$ cat src/rtl/comparador_serial_pkg.sv
// Shared definitions for the bit-serial magnitude comparator:
// FSM state encoding and the index-width helper.
package comparador_serial_pkg;

    typedef enum logic {
        OCIOSO  = 1'b0,
        COMPARA = 1'b1
    } estado_t;

    // Width of the bit index for a given operand width (at least one bit).
    function automatic int idx_w(input int width);
        return (width > 1) ? $clog2(width) : 1;
    endfunction

endpackage

$ cat src/rtl/comparador_serial_if.sv
// Request/result bundle between a datapath controller (master) and the
// serial comparator (slave).
interface comparador_serial_if #(
    parameter int WIDTH = 8
);
    logic             start;
    logic             sinal;
    logic [WIDTH-1:0] a;
    logic [WIDTH-1:0] b;
    logic             ocupado;
    logic             valido;
    logic             maior;
    logic             menor;
    logic             igual;

    modport master (
        output start, sinal, a, b,
        input  ocupado, valido, maior, menor, igual
    );

    modport slave (
        input  start, sinal, a, b,
        output ocupado, valido, maior, menor, igual
    );
endinterface

$ cat src/rtl/comparador1bit_struct.sv
// Structural 1-bit magnitude comparator cell: exactly one output is high.
module comparador1bit_struct (
    input  wire a,
    input  wire b,
    output wire maior,
    output wire menor,
    output wire igual
);
    wire na_s;
    wire nb_s;

    not  u_na    (na_s, a);
    not  u_nb    (nb_s, b);
    and  u_maior (maior, a, nb_s);
    and  u_menor (menor, na_s, b);
    xnor u_igual (igual, a, b);
endmodule

$ cat src/rtl/comparador_serial.sv
// Bit-serial MSB-first magnitude comparator with unsigned / two's-complement
// mode. Stops at the first differing bit and reports registered flags with a
// one-cycle valido pulse.
module comparador_serial
    import comparador_serial_pkg::*;
#(
    parameter int WIDTH = 8
) (
    input  logic                clk,
    input  logic                rst_n,
    comparador_serial_if.slave  bus
);
    localparam int             IDX_W    = idx_w(WIDTH);
    localparam logic [IDX_W-1:0] IDX_MSB  = IDX_W'(WIDTH - 1);
    localparam logic [IDX_W-1:0] IDX_ZERO = {IDX_W{1'b0}};
    localparam logic [IDX_W-1:0] IDX_ONE  = IDX_W'(1);

    estado_t          estado_r;
    estado_t          estado_nxt_s;
    logic [WIDTH-1:0] a_r;
    logic [WIDTH-1:0] b_r;
    logic             sinal_r;
    logic [IDX_W-1:0] idx_r;
    logic [IDX_W-1:0] idx_nxt_s;
    logic             valido_r;
    logic             maior_r;
    logic             menor_r;
    logic             igual_r;
    logic             maior_nxt_s;
    logic             menor_nxt_s;
    logic             igual_nxt_s;
    logic             decide_s;
    logic             latch_s;
    logic             swap_s;
    logic             bit_a_s;
    logic             bit_b_s;
    logic             cel_maior_s;
    logic             cel_menor_s;
    logic             cel_igual_s;

    assign bit_a_s = a_r[idx_r];
    assign bit_b_s = b_r[idx_r];

    // In signed mode the sign bit carries inverted weight, so swap there only.
    assign swap_s = sinal_r & (idx_r == IDX_MSB);

    comparador1bit_struct u_bit (
        .a     (bit_a_s),
        .b     (bit_b_s),
        .maior (cel_maior_s),
        .menor (cel_menor_s),
        .igual (cel_igual_s)
    );

    // Next-state, index step and result decision for the current bit.
    always_comb begin
        estado_nxt_s = estado_r;
        idx_nxt_s    = idx_r;
        decide_s     = 1'b0;
        latch_s      = 1'b0;
        maior_nxt_s  = maior_r;
        menor_nxt_s  = menor_r;
        igual_nxt_s  = igual_r;
        case (estado_r)
            OCIOSO: begin
                if (bus.start) begin
                    latch_s      = 1'b1;
                    idx_nxt_s    = IDX_MSB;
                    estado_nxt_s = COMPARA;
                end else begin
                    estado_nxt_s = OCIOSO;
                end
            end
            COMPARA: begin
                if (!cel_igual_s) begin
                    decide_s     = 1'b1;
                    maior_nxt_s  = swap_s ? cel_menor_s : cel_maior_s;
                    menor_nxt_s  = swap_s ? cel_maior_s : cel_menor_s;
                    igual_nxt_s  = 1'b0;
                    estado_nxt_s = OCIOSO;
                end else if (idx_r == IDX_ZERO) begin
                    decide_s     = 1'b1;
                    maior_nxt_s  = 1'b0;
                    menor_nxt_s  = 1'b0;
                    igual_nxt_s  = 1'b1;
                    estado_nxt_s = OCIOSO;
                end else begin
                    idx_nxt_s    = idx_r - IDX_ONE;
                    estado_nxt_s = COMPARA;
                end
            end
            default: begin
                estado_nxt_s = OCIOSO;
            end
        endcase
    end

    // State, operand latches, index and registered result flags.
    always_ff @(posedge clk or negedge rst_n) begin
        if (!rst_n) begin
            estado_r <= OCIOSO;
            a_r      <= {WIDTH{1'b0}};
            b_r      <= {WIDTH{1'b0}};
            sinal_r  <= 1'b0;
            idx_r    <= IDX_ZERO;
            valido_r <= 1'b0;
            maior_r  <= 1'b0;
            menor_r  <= 1'b0;
            igual_r  <= 1'b0;
        end else begin
            estado_r <= estado_nxt_s;
            idx_r    <= idx_nxt_s;
            valido_r <= decide_s;
            maior_r  <= maior_nxt_s;
            menor_r  <= menor_nxt_s;
            igual_r  <= igual_nxt_s;
            if (latch_s) begin
                a_r     <= bus.a;
                b_r     <= bus.b;
                sinal_r <= bus.sinal;
            end
        end
    end

    assign bus.ocupado = (estado_r == COMPARA);
    assign bus.valido  = valido_r;
    assign bus.maior   = maior_r;
    assign bus.menor   = menor_r;
    assign bus.igual   = igual_r;
endmodule

$ cat src/flat_wrapper.sv
// flat-port wrapper written by rule: the top's interface ports become plain ports
module comparador_serial_flat import comparador_serial_pkg::*;
#(
    parameter int WIDTH = 8
)
  (clk, rst_n, bus_start, bus_sinal, bus_a, bus_b, bus_ocupado, bus_valido, bus_maior, bus_menor, bus_igual);
  comparador_serial_if #(.WIDTH(WIDTH)) bus_i ();
  input  logic clk;
  input  logic rst_n;
  input wire logic [$bits(bus_i.start)-1:0] bus_start;
  input wire logic [$bits(bus_i.sinal)-1:0] bus_sinal;
  input wire logic [$bits(bus_i.a)-1:0] bus_a;
  input wire logic [$bits(bus_i.b)-1:0] bus_b;
  output wire logic [$bits(bus_i.ocupado)-1:0] bus_ocupado;
  output wire logic [$bits(bus_i.valido)-1:0] bus_valido;
  output wire logic [$bits(bus_i.maior)-1:0] bus_maior;
  output wire logic [$bits(bus_i.menor)-1:0] bus_menor;
  output wire logic [$bits(bus_i.igual)-1:0] bus_igual;
  assign bus_i.start = bus_start;
  assign bus_i.sinal = bus_sinal;
  assign bus_i.a = bus_a;
  assign bus_i.b = bus_b;
  assign bus_ocupado = bus_i.ocupado;
  assign bus_valido = bus_i.valido;
  assign bus_maior = bus_i.maior;
  assign bus_menor = bus_i.menor;
  assign bus_igual = bus_i.igual;
  comparador_serial #(.WIDTH(WIDTH)) u_core (.clk(clk), .rst_n(rst_n), .bus(bus_i));
endmodule
$ cat config.mk
export PLATFORM = sky130hd
export DESIGN_NAME = comparador_serial_flat
export DESIGN_NICKNAME = d
export VERILOG_FILES = /design/src/rtl/comparador_serial_pkg.sv /design/src/rtl/comparador_serial_if.sv /design/src/rtl/comparador1bit_struct.sv /design/src/rtl/comparador_serial.sv /design/src/flat_wrapper.sv
export SDC_FILE = /design/constraint.sdc
export NUM_CORES = 1
export LEC_CHECK = 0
export ABC_CLOCK_PERIOD_IN_PS = 2500
export CORE_ASPECT_RATIO = 0.8
export CORE_MARGIN = 2
export CORE_UTILIZATION = 37
export DETAILED_ROUTE_END_ITERATION = 8
export DONT_BUFFER_PORTS = 1
export MAX_ROUTING_LAYER = met4
export PLACE_DENSITY = 0.58
export SLEW_MARGIN = 20
export SYNTH_ARGS = -nofsm -noshare
export SYNTH_HDL_FRONTEND = slang
export SYNTH_HIERARCHICAL = 1
export SYNTH_SLANG_ARGS = --single-unit
export TNS_END_PERCENT = 30
$ cat constraint.sdc
create_clock -name clk -period 2.5 [get_ports clk]
set_clock_uncertainty 0.2 [all_clocks]
set_input_delay 0.5 -clock clk [delete_from_list [all_inputs] [get_ports clk]]
set_output_delay 0.5 -clock clk [all_outputs]
set_load 0.03 [all_outputs]
==> impl_metrics.py <==
metrics = {
    "layout": {
        "area_growth_pct": 7.45,
        "multi_input_comb_area_um2": 568,
        "nets": 119,
        "fillers": 285,
        "n_antenna_cell": 0,
        "register_area_um2": 626,
        "layout-drive-gt1-share": 0.269,
    },
    "drt": {
        "first_iter_violations": 45,
        "vias": 691,
        "drc": 0,
        "wl_um": 2050,
        "firstDrtPassIters": 4,
        "ant_nets": 0,
        "wl_per_cell_um": 15.4,
        "viasPerCell": 5.20,
    },
    "worst_setup_path": {
        "crit_top_cell": "nand2_1",
        "slowest_stage": "mux4_1",
        "end_kind": "flop",
        "path_class": "reg2reg",
        "cp.arrival_ns": 2.31,
        "r2r_start": "u_core/idx_r[1]",
        "cp_max_fo": 7,
        "cpLargestDelayFamily": "multiplexers",
        "cp_num_buf_inv": 0,
        "path_cells": "mux4_1 -> nand2_1 -> nand2_1 -> ha_1 -> a21oi_1 -> o22ai_1",
        "cp.required_ns": 2.45,
        "cpPeakStageDelay_ns": 0.60,
        "crit_start": "u_core/idx_r[1]",
        "r2r_setup_slack_ns": 0.14,
        "startpoint_type": "flop",
    },
    "sta": {
        "post-route-period-util": 0.945,
        "hold_viol": 0,
        "final_max_slew_viol_count": 0,
        "max_slew_margin": 0.657,
        "finalSetupTns_ns": 0,
        "setup_viol_count_final": 0,
        "tightest_slew_ns": 0.514,
        "layout_min_cycle_time_ns": 2.36,
        "clock.fmax_ghz": 0.423,
        "rsz0062_at_grt": "no",
    },
    "clocking": {
        "cts_buffers": 3,
        "path_clk_slew_ns": 0.09,
        "cts_buffer_depth": 2,
        "clock_latency_ns": 0.26,
        "htreeDepth": 1,
        "cts.repair.resized": 0,
        "cts.sinks": 25,
        "cts_tree": "yes",
        "cts_root_buf": "clkbuf_8",
    },
    "floorplan": {
        "rows": 18,
        "dieArea_um2": 3890,
        "die_w_um": 69.2,
        "io_pins": 25,
        "chipHeight_um": 56.2,
        "fp.coreArea_um2": 3180,
        "start_util": 0.397,
    },
    "grt": {
        "grt.total_usage": 0.123,
        "grt_pass1_vias": 729,
        "grt_start_max_net_pins": 26,
        "top_usage_layer": "met2",
        "grt_util_met3": 0.0598,
        "antenna_found_initial": 0,
        "grt_pass1_wl_um": 3640,
        "use_met2": 0.176,
        "use_met1": 0.161,
        "gr-total-overflow": 0,
    },
    "synthesis": {
        "syn_area_per_cell_um2": 14.0,
        "synth.area.top_cells": "dfrtp_1 50%, mux2_4 9.5%, mux4_1 8.3%",
        "syn_inst": 90,
        "synth_ff_type": "dfrtp_1",
        "yosys_warnings": 6,
        "ys_types": 26,
        "yosysTopAreaCell": "dfrtp_1",
        "synth_enable_flop_cells": 0,
        "synthArstFlopShare": 1.00,
        "yosys_register_bits": 25,
        "synth_top_area_frac": 0.497,
        "yosysMostFrequentCell": "dfrtp_1",
        "syn_nets": 115,
        "ys_seq_area_frac": 0.497,
        "synthTopCellsByCount": "25 x dfrtp_1, 9 x mux2_2, 8 x mux2_4",
        "syn_area_um2": 1260,
    },
    "placed_design": {
        "portBuffers": 0,
        "gp_congestion": 0.846,
    },
    "hold_path": {
        "min_path_type": "in2reg",
        "holdCritStartpoint": "bus_a[3]",
    },
    "power_and_ir_drop": {
        "finalPower_mw": 1.90,
        "vdd_drop_max_mv": 0.455,
        "power.density_nw_per_um2": 1400,
        "leakagePower_nw": 0.645,
    },
    "flow_run": {
        "drv_cap": 0,
    },
    "run_status": {
        "status": "finished clean",
    },
}
-- cells by family after synthesis --
logic type	after synthesis	synth area share
adder cells (fa/ha/maj)	5	0.0497
buffers and inverters	11	0.0546
multiplexers	24	0.283
AND/OR/NAND/NOR	17	0.0715
AO/OA/AOI/OAI	8	0.0447
flip-flops	25	0.497
-- cells in the final DEF, fill, tap and decap left out, drive strengths merged --
| cell | instances |
|---|---|
| a21o | 1 |
| a21oi | 1 |
| a2bb2oi | 1 |
| a31oi | 1 |
| buf | 2 |
| clkbuf | 3 |
| clkinv | 1 |
| dfrtp | 25 |
| dlygate4sd3 | 1 |
| ha | 5 |
| inv | 7 |
| mux2 | 17 |
| mux2i | 3 |
| mux4 | 4 |
| nand2 | 7 |
| nand2b | 2 |
| nand3 | 2 |
| nand3b | 1 |
| nor2 | 2 |
| nor2b | 1 |
| nor3 | 1 |
| o21a | 1 |
| o22ai | 2 |
| o41ai | 1 |
| or2b | 1 |
-- through the flow --
| stage | cell area, um^2 | instances | hold slack (ns) | utilization | worst slack [ns] |
|---|---|---|---|---|---|
| after detailed placement | 1280 | 127 | 0.00498 | 0.402 | 0.155 |
| after floorplan | 1260 | 90 | 0.00441 | - | 0.377 |
| after global placement | 1280 | 127 | 0.00504 | 0.402 | 0.246 |
| final | 1350 | 133 | 0.176 | 0.426 | 0.137 |
| after CTS | 1350 | 133 | 0.167 | 0.426 | 0.142 |
| after global routing | 1350 | 133 | 0.149 | 0.426 | 0.0315 |
-- path summary, 6_finish.rpt --
kind | to | cells past startpoint
worst max-delay path | u_core/bus.maior | 6
worst min-delay path | u_core/a_r[3] | 1
worst max register to register | u_core/bus.maior | 6
worst min register to register | u_core/b_r[3] | 1
max in group asynchronous | u_core/b_r[7] | 2
min in group asynchronous | u_core/bus.maior | 2
-- timing repair --
item,in CTS,in global routing
setup endpoints to repair,0,0
hold endpoints to repair,25,0
setup buffers,0,0
hold buffers,2,0
-- power breakdown --
group	switching [mW]	internal, mW	total [mW]
sequential	0.218	0.605	0.823
combinational	0.359	0.480	0.839
clock	0.124	0.111	0.235
total	0.702	1.20	1.90
-- cell type report --
type,count,area share
clock buffers,3,0.0305
clock inverters,1,0.00370
inverters,7,0.0194
multi-input cells,54,0.420
flip-flops and latches,25,0.462
well taps,40,0.0370
repair buffers,3,0.0277
-- flip-flops by register name, indices dropped and copies added (netlist names) --
| name | flops |
|---|---|
| u_core/idx_r | 3 |
| u_core/bus.menor | 1 |
| u_core/b_r | 8 |
| u_core/bus.maior | 1 |
| u_core/bus.ocupado | 1 |
| u_core/sinal_r | 1 |
| u_core/bus.valido | 1 |
| u_core/bus.igual | 1 |
| u_core/a_r | 8 |
-- per-layer routing --
layer	up-vias	wire (um)	share of wire
met4	0	4	0.0020
met1	344	978	0.48
met2	18	920	0.45
li1	327	-	-
met5	-	0	0
met3	2	146	0.071
Power figures use the tool's default switching activity.
